[src/rtl/regfile_wb_arbiter_if.sv]
// Writeback bus between the ALU/LSU requesters, the arbiter and the register-file write port.
interface regfile_wb_arbiter_if #(
    parameter int DATA_W = 32,
    parameter int ADDR_W = 5
);
    logic              alu_valid;
    logic [ADDR_W-1:0] alu_rd;
    logic [DATA_W-1:0] alu_data;
    logic              alu_ready;
    logic              lsu_valid;
    logic [ADDR_W-1:0] lsu_rd;
    logic [DATA_W-1:0] lsu_data;
    logic              lsu_ready;
    logic              rf_write_enable;
    logic [ADDR_W-1:0] rf_rd_addr;
    logic [DATA_W-1:0] rf_write_data;
    logic [15:0]       stall_cnt;

    modport master (
        output alu_valid, alu_rd, alu_data,
        output lsu_valid, lsu_rd, lsu_data,
        input  alu_ready, lsu_ready,
        input  rf_write_enable, rf_rd_addr, rf_write_data, stall_cnt
    );

    modport slave (
        input  alu_valid, alu_rd, alu_data,
        input  lsu_valid, lsu_rd, lsu_data,
        output alu_ready, lsu_ready,
        output rf_write_enable, rf_rd_addr, rf_write_data, stall_cnt
    );
endinterface

[src/rtl/regfile_wb_arbiter.sv]
// Two-requester register-file writeback arbiter; x0 writes are swallowed, one real write per cycle.
// Define REGFILE_WB_RR_EN for round-robin contention; otherwise the LSU has fixed priority.
module regfile_wb_arbiter #(
    parameter int DATA_W = 32,
    parameter int ADDR_W = 5
) (
    input  logic                 clk,
    input  logic                 reset_n,
    regfile_wb_arbiter_if.slave  bus
);

    logic              alu_req;
    logic              lsu_req;
    logic              alu_x0;
    logic              lsu_x0;
    logic              grant_alu;
    logic              grant_lsu;
    logic              grant_any;
    logic              stalled;
    logic              last_grant;

    logic              vld_p0;
    logic [ADDR_W-1:0] rd_p0;
    logic [DATA_W-1:0] data_p0;
    logic [15:0]       stall_cnt_p0;

    function automatic logic [15:0] sat_inc(input logic [15:0] value);
        return (value == 16'hFFFF) ? value : value + 16'd1;
    endfunction

    always_comb begin
        alu_x0  = bus.alu_valid && (bus.alu_rd == '0);
        lsu_x0  = bus.lsu_valid && (bus.lsu_rd == '0);
        alu_req = bus.alu_valid && (bus.alu_rd != '0);
        lsu_req = bus.lsu_valid && (bus.lsu_rd != '0);
`ifdef REGFILE_WB_RR_EN
        // On contention the side that did not win last time goes next.
        grant_alu = alu_req && (!lsu_req || last_grant);
        grant_lsu = lsu_req && (!alu_req || !last_grant);
`else
        grant_lsu = lsu_req;
        grant_alu = alu_req && !lsu_req;
`endif
        grant_any = reset_n && (grant_alu || grant_lsu);
        stalled   = reset_n && ((alu_req && !grant_alu) || (lsu_req && !grant_lsu));
    end

    assign bus.alu_ready = reset_n && (alu_x0 || grant_alu);
    assign bus.lsu_ready = reset_n && (lsu_x0 || grant_lsu);

    // Stage p0: registered write port and arbitration state
    always_ff @(posedge clk) begin
        if (!reset_n) begin
            vld_p0       <= 1'b0;
            rd_p0        <= '0;
            data_p0      <= '0;
            stall_cnt_p0 <= 16'd0;
            last_grant   <= 1'b1;
        end else begin
            vld_p0     <= grant_any;
            last_grant <= grant_any ? grant_lsu : last_grant;
            if (grant_any) begin
                rd_p0   <= grant_lsu ? bus.lsu_rd   : bus.alu_rd;
                data_p0 <= grant_lsu ? bus.lsu_data : bus.alu_data;
            end
            if (stalled) begin
                stall_cnt_p0 <= sat_inc(stall_cnt_p0);
            end
        end
    end

    assign bus.rf_write_enable = vld_p0;
    assign bus.rf_rd_addr      = rd_p0;
    assign bus.rf_write_data   = data_p0;
    assign bus.stall_cnt       = stall_cnt_p0;

endmodule

[src/flat_wrapper.sv]
// flat-port wrapper written by rule: the top's interface ports become plain ports
module regfile_wb_arbiter_flat 
#(
    parameter int DATA_W = 32,
    parameter int ADDR_W = 5
)
  (clk, reset_n, bus_alu_valid, bus_alu_rd, bus_alu_data, bus_lsu_valid, bus_lsu_rd, bus_lsu_data, bus_alu_ready, bus_lsu_ready, bus_rf_write_enable, bus_rf_rd_addr, bus_rf_write_data, bus_stall_cnt);
  regfile_wb_arbiter_if #(.DATA_W(DATA_W), .ADDR_W(ADDR_W)) bus_i ();
  input  logic clk;
  input  logic reset_n;
  input wire logic [$bits(bus_i.alu_valid)-1:0] bus_alu_valid;
  input wire logic [$bits(bus_i.alu_rd)-1:0] bus_alu_rd;
  input wire logic [$bits(bus_i.alu_data)-1:0] bus_alu_data;
  input wire logic [$bits(bus_i.lsu_valid)-1:0] bus_lsu_valid;
  input wire logic [$bits(bus_i.lsu_rd)-1:0] bus_lsu_rd;
  input wire logic [$bits(bus_i.lsu_data)-1:0] bus_lsu_data;
  output wire logic [$bits(bus_i.alu_ready)-1:0] bus_alu_ready;
  output wire logic [$bits(bus_i.lsu_ready)-1:0] bus_lsu_ready;
  output wire logic [$bits(bus_i.rf_write_enable)-1:0] bus_rf_write_enable;
  output wire logic [$bits(bus_i.rf_rd_addr)-1:0] bus_rf_rd_addr;
  output wire logic [$bits(bus_i.rf_write_data)-1:0] bus_rf_write_data;
  output wire logic [$bits(bus_i.stall_cnt)-1:0] bus_stall_cnt;
  assign bus_i.alu_valid = bus_alu_valid;
  assign bus_i.alu_rd = bus_alu_rd;
  assign bus_i.alu_data = bus_alu_data;
  assign bus_i.lsu_valid = bus_lsu_valid;
  assign bus_i.lsu_rd = bus_lsu_rd;
  assign bus_i.lsu_data = bus_lsu_data;
  assign bus_alu_ready = bus_i.alu_ready;
  assign bus_lsu_ready = bus_i.lsu_ready;
  assign bus_rf_write_enable = bus_i.rf_write_enable;
  assign bus_rf_rd_addr = bus_i.rf_rd_addr;
  assign bus_rf_write_data = bus_i.rf_write_data;
  assign bus_stall_cnt = bus_i.stall_cnt;
  regfile_wb_arbiter #(.DATA_W(DATA_W), .ADDR_W(ADDR_W)) u_core (.clk(clk), .reset_n(reset_n), .bus(bus_i));
endmodule
[config.mk]
export PLATFORM = sky130hd
export DESIGN_NAME = regfile_wb_arbiter_flat
export DESIGN_NICKNAME = d
export VERILOG_FILES = /design/src/rtl/regfile_wb_arbiter_if.sv /design/src/rtl/regfile_wb_arbiter.sv /design/src/flat_wrapper.sv
export SDC_FILE = /design/constraint.sdc
export NUM_CORES = 1
export LEC_CHECK = 0
export CORE_MARGIN = 5
export CORE_UTILIZATION = 25
export CTS_BUF_LIST = sky130_fd_sc_hd__clkbuf_4
export DETAILED_ROUTE_END_ITERATION = 16
export DONT_BUFFER_PORTS = 1
export SYNTH_ARGS = -nofsm -noshare
export SYNTH_HDL_FRONTEND = slang
export SYNTH_SLANG_ARGS = --single-unit
[constraint.sdc]
create_clock -name clk -period 2.8 [get_ports clk]
set_clock_uncertainty 0.15 [all_clocks]
set_input_delay 0.28 -clock clk [delete_from_list [all_inputs] [get_ports clk]]
set_output_delay 0.28 -clock clk [all_outputs]
set_load 0.01 [all_outputs]
# Word level (Yosys, flattened, before mapping)
# Cells that the tools add are included.
# Widths: inputs -> output; s select.
# classes
bitwise	1
addsub	1
n_reduce_logical	20
n_mux	2
eq_ne	1
# ops
op	count
$mux 32	1
$add 16x1->16 const B	1
$eq 16x16->1 const B	1
$logic_and 1x1->1	10
$logic_not 5->1	2
$reduce_bool 5->1	2
$mux 5	1
$logic_or 1x1->1	3
$logic_not 1->1	2
$reduce_and 2->1	1
$not 1->1	1
# totals
out_inout_bits	56
ff_bits	54
inputBits	78

# Depth between registers and ports, before layout
# depth
word_depth	8
ltp_mapped	8
mapped_depth_nobuf	6

# Worst setup path after synthesis
# No wires, ideal clock.
# synth_path
kind	register to register
from	reg u_core.stall_cnt_p0[0], in the netlist u_core.bus.stall_cnt[0]
to	reg u_core.stall_cnt_p0[4], in the netlist u_core.bus.stall_cnt[4]
period_less_slack_ps	2149
t_required_ps	2522
slack_ps	651
arrival_time_ps	1871
path_stages_with_launch	7
setup_time_ps	128
n_path_buf	0
cell_sequence	dfxtp_1 ha_1 nand4_1 nor4_1 nor3_1 and4_1 mux2i_1
# synth_via
elab_chain_len	3
# synth_rtl
element	line_no	rtl
start: declaration	regfile_wb_arbiter.sv:25	logic [15:0] stall_cnt_p0;
start signal: assignment	regfile_wb_arbiter.sv:67	stall_cnt_p0 <= sat_inc(stall_cnt_p0);
parallel branches: the longest is 3 deep, another holds $add 16x1->16	--	
# Parallel ways; which one is timed is not known.
# A chain may end at the register's enable or synchronous reset.

# Worst setup path after layout
# layout_path
from	in bus_alu_rd[2]
to	reg u_core.data_p0[6], in the netlist u_core.bus.rf_write_data[6]
# layout_via
elab_chain_len	5
# layout_rtl
element	line_no	rtl
start: declaration	flat_wrapper.sv:12	input wire logic [$bits(bus_i.alu_rd)-1:0] bus_alu_rd;
$reduce_bool 5->1	regfile_wb_arbiter.sv:34	alu_req = bus.alu_valid && (bus.alu_rd != '0);
$logic_and 1x1->1	regfile_wb_arbiter.sv:34	
$logic_and 1x1->1	regfile_wb_arbiter.sv:42	grant_alu = alu_req && !lsu_req;
$logic_or 1x1->1	regfile_wb_arbiter.sv:44	grant_any = reset_n && (grant_alu || grant_lsu);
$logic_and 1x1->1	regfile_wb_arbiter.sv:44	
end signal: assignment	regfile_wb_arbiter.sv:64	data_p0 <= grant_lsu ? bus.lsu_data : bus.alu_data;
end: declaration	regfile_wb_arbiter.sv:24	logic [DATA_W-1:0] data_p0;
# No other way between the ends.

==> run_results.csv <==
group,metric,value,unit
status,status,"complete, no violations",
power,power_switching,418,uW
die,die_area,11500,um2
setup_path,r2r_slack,0.62,ns
die,core,9240,um2
power,power.density,479,nW/um2
final_layout,nNetsFinal,444,
placement,place_hpwl,5080,um
synthesis,synth_edf_count,0,
final_layout,stdcell_count,495,
setup_path,rr_worst_depth,5,
die,die_w,107,um
synthesis,ys_ff_latch,54,
final_layout,final_util,0.358,
global_route,grt_pass1_wl,12100,um
global_route,grt_max_degree,76,
synthesis,synth_common_cells,"nand2_1, dfxtp_1, o21ai_0",
power,combPwrFrac,0.161,
synthesis,synth_area_leaders,"dfxtp_1, nand2_1, o21ai_0",
clocking,cts_setup_buffers,0,
placement,dp_cells,414,
drt,dr.pass1.iters,4,
synthesis,synth_flop_cell,"dfxtp_1",
timing,rsz0062_at_grt,"no",
power,p_sw_frac,0.263,
synthesis,async_flop_share,0,
clocking,worst_skew_pair.late_latency,0.36,ns
setup_path,end_kind,"flip-flop",
synthesis,syn_nets,380,
synthesis,synth.avg_cell_area,7.86,um2
timing,tns,0,ns
die,start_util,0.256,
power,internal-power,1.17,mW
synthesis,ys_seq_area_frac,0.457,
clocking,clockBufferDepth,2,
clocking,htreeDepth,2,
timing,max_slew_margin,0.243,
power,p_seq_frac,0.556,
power,peakVddDrop,0.217,mV
drt,drc,0,
timing,finalCritPeriodShare,0.878,
clocking,cts_resized,0,
die,die_y,107,um
final_layout,fill_cells,931,
global_route,grt_usage,0.133,
clocking,clkTransAtPathRegs,0.14,ns
final_layout,stdcell_area,3310,um2
hold_path,holdPathStages,2,
global_route,grt_remaining_overflow,0,
power,p_leak,1.28,nW
hold_path,hold_end,"u_core.bus.rf_rd_addr[3]",
timing,maxSlewViolCount,0,
drt,routedWlPerCell,16.1,um
drt,drt_iter0_drc,164,
global_route,antenna_found_initial,0,
timing,worst_pin_slew,1.14,ns
synthesis,yosysTopAreaCellShare,0.457,
placement,gp_congestion,0.877,
run,cap_violations,0,
setup_path,r2r-start,"u_core.bus.stall_cnt[6]",
clocking,cts_tree,"built",
clocking,cts_root_buf,"clkbuf_4",
hold_path,hp-start,"bus_alu_rd[3]",
setup_path,rr_endpoint,"u_core.bus.stall_cnt[13]",
final_layout,antenna_cells,0,
clocking,clock-sinks,54,
timing,fmax,407,MHz
placement,place_area,2490,um2
drt,vias,2486,
clocking,numCtsBuffers,5,
final_layout,area_growth,40.1,%
final_layout,regArea,1080,um2
drt,via_per_inst,5.02,
synthesis,syn_area,2360,um2
setup_path,critPathLaunchType,"input pin",
final_layout,multi_input_area,1200,um2
hold_path,hold_path.class,"in -> reg",
timing,hold_viol_final,0,
setup_path,worstSetupPathType,"in -> reg",
drt,ant_nets,0,
synthesis,postSynthCellCount,301,
timing,finalCriticalPeriod,2.46,ns
synthesis,yosys.area.top_type,"dfxtp_1",
setup_path,cp.arrival,2.57,ns
final_layout,drive_gt1_frac,0.0519,
die,ios,134,
synthesis,ys_warn_count,0,
timing,setup_viol,0,
die,row_count,35,
setup_path,crit_required,2.91,ns
setup_path,crit_fanout,75,
drt,routed_wl,7960,um
placement,numPortBuffers,0,
global_route,grt_pass1_vias,2422,
power,power_frac_clock,0.283,
synthesis,yosysMostFrequentCell,"nand2_1",
synthesis,ys_types,31,
## area by class of cell
class                           count  area share
Multi-Input combinational cell    224       0.362
Sequential cell                    54       0.326
Timing Repair Buffer               79       0.237
Tap cell                          129      0.0487
Clock buffer                        7      0.0159
Clock inverter                      1     0.00907
Inverter                            1     0.00113
## registers in the layout (all words and copies together) (netlist names)
signal,flops
u_core.bus.rf_write_data,32
u_core.bus.stall_cnt,16
u_core.bus.rf_write_enable,1
u_core.bus.rf_rd_addr,5
## logic make-up after synthesis
group | after synthesis | synth area share
AND/OR/NAND/NOR | 118 | 0.225
AO/OA/AOI/OAI | 95 | 0.232
flip-flops | 54 | 0.457
buffers and inverters | 23 | 0.0407
XOR/XNOR | 6 | 0.0222
multiplexers | 4 | 0.0169
adder cells (fa/ha/maj) | 1 | 0.00529
## metrics by stage
stage,power (mW),worst slack [ns],hold slack (ns)
after floorplan,1.00,0.651,0.282
after global placement,1.03,0.634,0.275
after detailed placement,1.03,0.581,0.273
after CTS,1.60,0.453,0.0116
after global routing,1.68,0.263,0.00161
final,1.59,0.343,0.0213
## per-layer routing
| metal | part of all wire | global-route usage | vias to the layer above |
|---|---|---|---|
| met5 | 0 | 0 | - |
| met4 | 0.0077 | 0.0311 | 0 |
| met3 | 0.088 | 0.0438 | 5 |
| met2 | 0.51 | 0.250 | 111 |
| met1 | 0.39 | 0.143 | 1166 |
| li1 | - | - | 1204 |
## power by group through the flow
| stage | clock network (mW) | registers (mW) | logic (mW) |
|---|---|---|---|
| final | 0.448 | 0.882 | 0.255 |
| after global routing | 0.502 | 0.888 | 0.285 |
| after CTS | 0.471 | 0.883 | 0.250 |
| after detailed placement | 0 | 0.899 | 0.136 |
| after global placement | 0 | 0.900 | 0.131 |
| after floorplan | 0 | 0.883 | 0.120 |
## layout by cell type (no fill, tap or decap), drive strengths merged
master / n
dlygate4sd3: 72
o211ai: 1
clkinv: 1
o21ai: 45
nor3: 2
nand2b: 1
buf: 7
or3: 3
nor2b: 1
nor4: 6
or2: 1
and3: 2
nand3: 5
a31oi: 33
mux2i: 4
nand4: 6
nand2: 76
and2: 2
o21a: 2
nor2: 7
a22oi: 5
and4: 3
or4: 3
a21oi: 8
clkbuf: 7
ha: 1
xnor2: 5
dfxtp: 54
o211a: 1
bufinv: 1
xor2: 1
## worst max-delay path by stage
stage / from / to / slack (ns)
after floorplan: u_core.bus.stall_cnt[0] / u_core.bus.stall_cnt[4] / 0.65
after CTS: bus_alu_rd[2] / u_core.bus.rf_write_data[15] / 0.45
final: bus_alu_rd[2] / u_core.bus.rf_write_data[6] / 0.34
after global routing: bus_alu_rd[2] / u_core.bus.rf_write_data[31] / 0.26
after detailed placement: bus_alu_rd[2] / u_core.bus.rf_write_data[15] / 0.58
after global placement: bus_alu_rd[2] / u_core.bus.rf_write_data[5] / 0.63
## critical path, stage by stage
cell and delay, ns:
or4_1 0.58, o21ai_2 0.32, nand2_2 0.08, buf_4 0.31
o21ai_0 0.27, a31oi_1 0.07, dlygate4sd3_1 0.60
## timing repair
action                     in CTS  in global routing
hold buffers                   73                  0
setup endpoints to repair       0                  0
hold endpoints to repair       53                  0
(Power assumes the default switching activity.)
